`config.mk`:
```
export PLATFORM = sky130hd
export DESIGN_NAME = pw_operand_feeder
export DESIGN_NICKNAME = d
export VERILOG_FILES = /design/src/rtl/pw_feeder_pkg.sv /design/src/rtl/pw_lane_loader.sv /design/src/rtl/pw_operand_feeder.sv
export SDC_FILE = /design/constraint.sdc
export NUM_CORES = 1
export LEC_CHECK = 0
export CAP_MARGIN = 20
export CORE_MARGIN = 3
export CORE_UTILIZATION = 50
export CTS_BUF_LIST = sky130_fd_sc_hd__clkbuf_16
export DETAILED_ROUTE_END_ITERATION = 8
export GPL_TIMING_DRIVEN = 0
export PLACE_DENSITY = 0.75
export SETUP_SLACK_MARGIN = 0.1
export SLEW_MARGIN = 20
export SYNTH_ARGS = -nofsm -noshare
export SYNTH_HDL_FRONTEND = slang
export SYNTH_HIERARCHICAL = 1
export SYNTH_SLANG_ARGS = --single-unit
```
`constraint.sdc`:
```
create_clock -name clk -period 6.2 [get_ports clk]
set_input_delay 0.62 -clock clk [delete_from_list [all_inputs] [get_ports clk]]
set_output_delay 0.62 -clock clk [all_outputs]
set_load 0.005 [all_outputs]
```
`src/rtl/pw_feeder_pkg.sv`:
```
// ----------------------------------------------------------------------------
// pw_feeder_pkg : shared widths, state encoding and channel clamp for the feeder
// Rev 1.0
// ----------------------------------------------------------------------------
`default_nettype none

package pw_feeder_pkg;
   localparam int SIZE   = 8;
   localparam int MAX_CH = 12;
   localparam int FA_W   = 17;
   localparam int OA_W   = 20;
   localparam int WA_W   = 11;
   localparam int M2_W   = 13;

   localparam logic [3:0] C_FILT_MAX = 4'd11;

   typedef enum logic [2:0] {
      S_IDLE  = 3'd0,
      S_LDP   = 3'd1,
      S_LDW   = 3'd2,
      S_ISSUE = 3'd3,
      S_CAP   = 3'd4,
      S_FIN   = 3'd5
   } state_t;

   function automatic logic [3:0] clamp_filt(input logic [6:0] f);
      return (f > 7'(C_FILT_MAX)) ? C_FILT_MAX : f[3:0];
   endfunction
endpackage

`default_nettype wire

```
`src/rtl/pw_lane_loader.sv`:
```
// ----------------------------------------------------------------------------
// pw_lane_loader : strided burst reader that fills MAX_CH lane registers
// Rev 1.0
// ----------------------------------------------------------------------------
`default_nettype none

module pw_lane_loader
   import pw_feeder_pkg::*;
#(
   parameter int AW = FA_W
) (
   input  logic                     clk,
   input  logic                     rst,
   input  logic                     i_go,
   input  logic [AW-1:0]            i_base,
   input  logic [AW-1:0]            i_stride,
   input  logic [3:0]               i_count,
   input  logic [SIZE-1:0]          i_rd_data,
   output logic                     o_rd_en,
   output logic [AW-1:0]            o_addr,
   output logic [MAX_CH*SIZE-1:0]   o_lanes,
   output logic                     o_last
);

   logic [3:0]             r_k;
   logic [MAX_CH*SIZE-1:0] r_lanes;

   assign o_rd_en = i_go && (r_k <= i_count);
   assign o_last  = i_go && (r_k == i_count + 4'd1);
   assign o_addr  = o_rd_en ? (AW'(r_k) * i_stride + i_base) : '0;
   assign o_lanes = r_lanes;

   always_ff @(posedge clk or posedge rst) begin
      if (rst)
         r_k <= '0;
      else if (o_last)
         r_k <= '0;
      else if (i_go)
         r_k <= r_k + 4'd1;
   end

   // Read data trails the strobe by one cycle, so cycle k captures lane k-1.
   always_ff @(posedge clk or posedge rst) begin
      if (rst) begin
         r_lanes <= '0;
      end else if (i_go) begin
         for (int j = 0; j < MAX_CH; j++) begin
            if (4'(j) > i_count)
               r_lanes[j*SIZE +: SIZE] <= '0;
            else if ((r_k != 4'd0) && (4'(j) == r_k - 4'd1))
               r_lanes[j*SIZE +: SIZE] <= i_rd_data;
         end
      end
   end

endmodule

`default_nettype wire

```
`src/rtl/pw_operand_feeder.sv`:
```
// ----------------------------------------------------------------------------
// pw_operand_feeder : sequences pixel/weight lane loads and result capture for the 1x1 MAC
// Rev 1.0
// ----------------------------------------------------------------------------
`default_nettype none

module pw_operand_feeder
   import pw_feeder_pkg::*;
(
   input  logic                   clk,
   input  logic                   rst,
   input  logic                   start,
   input  logic [6:0]             matrix,
   input  logic [12:0]            matrix2,
   input  logic [6:0]             filt,
   input  logic [6:0]             n_out,
   output logic                   fm_rd_en,
   output logic [FA_W-1:0]        fm_addr,
   input  logic [SIZE-1:0]        fm_rd_data,
   output logic                   wt_rd_en,
   output logic [10:0]            wt_addr,
   input  logic [SIZE-1:0]        wt_rd_data,
   output logic [12*SIZE-1:0]     p_bus,
   output logic [12*SIZE-1:0]     w_bus,
   output logic [14:0]            i,
   output logic                   conv_PW_en,
   input  logic [2*SIZE-2:0]      y_in,
   output logic                   y_valid,
   output logic [2*SIZE-2:0]      y_out,
   output logic [OA_W-1:0]        y_addr,
   output logic                   busy,
   output logic                   done
);

   state_t          r_state;
   state_t          w_next;
   logic [3:0]      r_filt;
   logic [6:0]      r_nout;
   logic [M2_W-1:0] r_m2;
   logic [14:0]     r_i;
   logic [6:0]      r_o;
   logic            w_fm_last;
   logic            w_wt_last;
   logic            w_more_o;
   logic            w_more_px;
   logic            w_unused_matrix;

   // The line length only matters to the MAC; it is not needed here.
   assign w_unused_matrix = ^matrix;

   assign w_more_o  = (r_o < r_nout);
   assign w_more_px = (r_i < ({2'b00, r_m2} - 15'd1));
   assign i         = r_i;

   pw_lane_loader #(.AW(FA_W)) u_fm_loader (
      .clk       (clk),
      .rst       (rst),
      .i_go      (r_state == S_LDP),
      .i_base    (FA_W'(r_i)),
      .i_stride  (FA_W'(r_m2)),
      .i_count   (r_filt),
      .i_rd_data (fm_rd_data),
      .o_rd_en   (fm_rd_en),
      .o_addr    (fm_addr),
      .o_lanes   (p_bus),
      .o_last    (w_fm_last)
   );

   pw_lane_loader #(.AW(WA_W)) u_wt_loader (
      .clk       (clk),
      .rst       (rst),
      .i_go      (r_state == S_LDW),
      .i_base    (WA_W'(r_o) * WA_W'(MAX_CH)),
      .i_stride  (WA_W'(1)),
      .i_count   (r_filt),
      .i_rd_data (wt_rd_data),
      .o_rd_en   (wt_rd_en),
      .o_addr    (wt_addr),
      .o_lanes   (w_bus),
      .o_last    (w_wt_last)
   );

   always_ff @(posedge clk or posedge rst) begin
      if (rst)
         r_state <= S_IDLE;
      else
         r_state <= w_next;
   end

   always_comb begin
      w_next = r_state;
      case (r_state)
         S_IDLE:  if (start) w_next = (matrix2 == '0) ? S_FIN : S_LDP;
         S_LDP:   if (w_fm_last) w_next = S_LDW;
         S_LDW:   if (w_wt_last) w_next = S_ISSUE;
         S_ISSUE: w_next = S_CAP;
         S_CAP:   w_next = w_more_o ? S_LDW : (w_more_px ? S_LDP : S_FIN);
         S_FIN:   w_next = S_IDLE;
         default: w_next = S_IDLE;
      endcase
   end

   always_comb begin
      busy       = (r_state != S_IDLE);
      done       = (r_state == S_FIN);
      conv_PW_en = (r_state == S_ISSUE);
      y_valid    = 1'b0;
      y_out      = '0;
      y_addr     = '0;
      if (r_state == S_CAP) begin
         y_valid = 1'b1;
         y_out   = y_in;
         y_addr  = OA_W'(r_o) * OA_W'(r_m2) + OA_W'(r_i);
      end
   end

   // Pixel lanes stay loaded while every output filter is swept.
   always_ff @(posedge clk or posedge rst) begin
      if (rst) begin
         r_filt <= '0;
         r_nout <= '0;
         r_m2   <= '0;
         r_i    <= '0;
         r_o    <= '0;
      end else if ((r_state == S_IDLE) && start) begin
         r_filt <= clamp_filt(filt);
         r_nout <= n_out;
         r_m2   <= matrix2;
         r_i    <= '0;
         r_o    <= '0;
      end else if (r_state == S_CAP) begin
         if (w_more_o) begin
            r_o <= r_o + 7'd1;
         end else if (w_more_px) begin
            r_o <= '0;
            r_i <= r_i + 15'd1;
         end
      end
   end

endmodule

`default_nettype wire

```
==> impl_metrics.env <==
export IMPL_power_density_mw_per_mm2=474
export IMPL_leakagePower_nw=12.3
export IMPL_fin_setup_tns_ns=0
export IMPL_wl_per_cell_um=18.0
export IMPL_drt_iter0_drc=1223
export IMPL_clkTransAtPathRegs_ns=0.06
export IMPL_fill_cells=3071
export IMPL_clock_root_buffer="clkbuf_16"
export IMPL_hold_viol=0
export IMPL_worst_pin_slew_ns=0.986
export IMPL_async_flop_share=1.00
export IMPL_cts_tree="yes"
export IMPL_grt_pass1_wl_um=88600
export IMPL_synthCells=2102
export IMPL_yosysWarnings=6
export IMPL_synthFlopType="dfrtp_1"
export IMPL_synth_top_area_cell="dfrtp_1"
export IMPL_worst_slack_ns=0.220
export IMPL_cts_made_buffers=28
export IMPL_max_slew_margin_rel=0.337
export IMPL_wl_um=55300
export IMPL_multiInputGateArea_mm2=0.0122
export IMPL_cts_hold_buf=0
export IMPL_cts_htree_levels=1
export IMPL_cp_arrival_ns=5.36
export IMPL_fp_row_count=71
export IMPL_cp_max_fo=10
export IMPL_finalSetupViolCount=0
export IMPL_pin_count=344
export IMPL_seq_area_frac_synth=0.318
export IMPL_fin_crit_ns=5.98
export IMPL_route_detailed_drc=0
export IMPL_max_freq_ghz=0.167
export IMPL_cap_violations=0
export IMPL_synth_seq_cells=249
export IMPL_drive_above_1_share=0.0825
export IMPL_core_mm2=0.0382
export IMPL_gp_congestion=0.919
export IMPL_required_ns=5.58
export IMPL_grt_overflow=0
export IMPL_ff_latch_area_mm2=0.00625
export IMPL_rsz0062_at_grt="true"
export IMPL_hold_class="reg -> reg"
export IMPL_synthTopCellsByArea="dfrtp_1 32%, fa_1 14%, ha_1 8.3%, inv_1 6.3%, nand2_1 5.1%"
export IMPL_slew_violations=0
export IMPL_skew_ns=0.0228
export IMPL_worstSetupEndpointType="output port"
export IMPL_met2_usage=0.449
export IMPL_grt_busiest_layer="met2"
export IMPL_synth_top_area_frac=0.318
export IMPL_die_w_um=204
export IMPL_synth_edff_count=0
export IMPL_path_class="reg -> out"
export IMPL_initial_utilization=0.514
export IMPL_die_area_mm2=0.0416
export IMPL_grt_pass1_vias=16900
export IMPL_grt_use_met3=0.0369
export IMPL_critPathLaunchType="flop"
export IMPL_antenna_left=0
export IMPL_antenna_found_initial=4
export IMPL_area_growth_pct=28.7
export IMPL_yosysMostFrequentCell="inv_1"
export IMPL_cts_sinks=249
export IMPL_via_count=16500
export IMPL_die_y_um=204
export IMPL_clock_path_buffers=3
export IMPL_firstDrtPassIters=6
export IMPL_nets=2872
export IMPL_status="completed"
export IMPL_grt_usage=0.260
export IMPL_synth_area_mm2=0.0196
export IMPL_routed_via_density=5.36
export IMPL_grt_start_max_net_pins=86
export IMPL_port_buffers=336
export IMPL_irDropWorstVdd_mv=0.300
export IMPL_hold_ws_ns=0.479
export IMPL_netlist_top_cells_count="328 x inv_1, 267 x nand2_1, 249 x dfrtp_1"
export IMPL_clock_latency_ns=0.56
export IMPL_synth_avg_cell_area_um2=9.33
export IMPL_place_ws_ns=-0.315
export IMPL_synth_distinct_cells=83
export IMPL_finalCritPeriodShare=0.965
export IMPL_use_met1=0.338
export IMPL_dp_hpwl_um=42600
worst max-delay path, cell delays in order (launching register included):
cell	delay, ns
dfrtp_2	0.43
clkbuf_8	0.18
and2_1	0.16
fa_1	0.50
inv_1	0.05
fa_1	0.47
inv_1	0.06
fa_1	0.56
inv_1	0.07
fa_1	0.54
inv_1	0.07
ha_4	0.28
o21ai_1	0.09
o211ai_1	0.29
a41oi_2	0.25
buf_4	0.20
o311ai_4	0.26
xnor2_1	0.16
nor2_1	0.06
clkbuf_2	0.13
cell type report:
cell class,instances,area share
Timing Repair Buffer,360,0.143
Inverter,331,0.0496
Buffer,79,0.0167
Clock buffer,28,0.0277
Tap cell,511,0.0253
Clock inverter,20,0.00773
Antenna cell,4,0.000396
Sequential cell,249,0.247
Multi-Input combinational cell,1491,0.482
path summary, 6_finish.rpt:
check	from	to	slack, ns	cells past startpoint
setup / recovery	r_m2[4]	y_addr[18]	0.22	19
setup reg to reg	r_m2[9]	i[1]	2.57	13
hold / removal	u_fm_loader/o_lanes[16]	u_fm_loader/o_lanes[16]	0.48	2
hold reg to reg	u_fm_loader/o_lanes[16]	u_fm_loader/o_lanes[16]	0.48	2
min in group asynchronous	rst	u_fm_loader/o_lanes[46]	0.51	2
max in group asynchronous	rst	r_m2[6]	4.95	3
through the flow:
| step | util | power [mW] | cells | area, um^2 |
|---|---|---|---|---|
| after floorplan | - | 7.24 | 2152 | 19800 |
| after detailed placement | 0.626 | 9.96 | 3002 | 23900 |
| after global placement | 0.623 | 9.74 | 2999 | 23800 |
| final | 0.661 | 12.0 | 3073 | 25300 |
| after global routing | 0.661 | 13.1 | 3073 | 25300 |
| after CTS | 0.656 | 11.9 | 3060 | 25100 |
placed cells by master, fill, tap and decap left out, types with 7 or more instances in the layout:
cell             instances
fa_1                   133
clkbuf_1                45
dfrtp_2                 14
clkdlybuf4s50_1        326
nand2b_1                10
and2_1                 155
o211ai_1                10
o31ai_1                 14
and3_1                   8
a21oi_2                 10
a211oi_1                10
xor2_1                  24
o21ai_0                 68
o21a_1                  16
nor2b_1                 19
mux2_4                   8
ha_1                   125
clkbuf_16               28
o21ai_1                 12
buf_4                   30
xnor2_1                 45
or3_1                    8
nand4_1                  9
dlymetal6s2s_1           7
nand2_1                267
nor2_1                  90
conb_1                  52
or4_1                    9
mux2_2                  17
a21oi_1                 47
nand3_1                 17
nor3_1                  22
dfrtp_1                235
o21ai_2                  9
inv_1                  330
a21o_1                  15
mux2i_1                 77
a22o_1                  80
state kept, by name, summed over array words and instances (netlist names):
register,cells
u_wt_loader/o_lanes,96
u_wt_loader/r_k,4
r_o,7
u_fm_loader/r_k,4
r_state,3
r_filt,4
u_fm_loader/o_lanes,96
i,15
r_m2,13
r_nout,7
per-layer routing:
| layer | part of all wire | vias to the layer above |
|---|---|---|
| li1 | - | 7696 |
| met1 | 0.41 | 8052 |
| met2 | 0.49 | 608 |
| met3 | 0.065 | 119 |
| met4 | 0.035 | 0 |
| met5 | 0 | - |
kinds of logic (layout without fill, tap and decap cells):
| group | after synthesis | in the layout | synth area share |
|---|---|---|---|
| multiplexers | 102 | 102 | 0.0552 |
| other | 2 | 56 | 0.000383 |
| XOR/XNOR | 70 | 70 | 0.0320 |
| flip-flops | 249 | 249 | 0.318 |
| AND/OR/NAND/NOR | 655 | 655 | 0.166 |
| adder cells (fa/ha/maj) | 264 | 264 | 0.220 |
| buffers and inverters | 412 | 818 | 0.0805 |
| AO/OA/AOI/OAI | 348 | 348 | 0.129 |
report_power, final:
part,total (mW),switching (mW),leakage (nW),internal [mW]
registers,2.50,0.393,3.23,2.10
clock network,1.62,0.674,0.461,0.944
logic,7.86,4.22,8.58,3.64
what timing repair did:
item                       in CTS  in global routing
hold endpoints to repair        0                  0
setup endpoints to repair      20                 20
cloned                          0                  0
pin swaps                      12                  9
buffers inserted               11                 10
resized for setup              67                 52
Power figures use the tool's default switching activity.
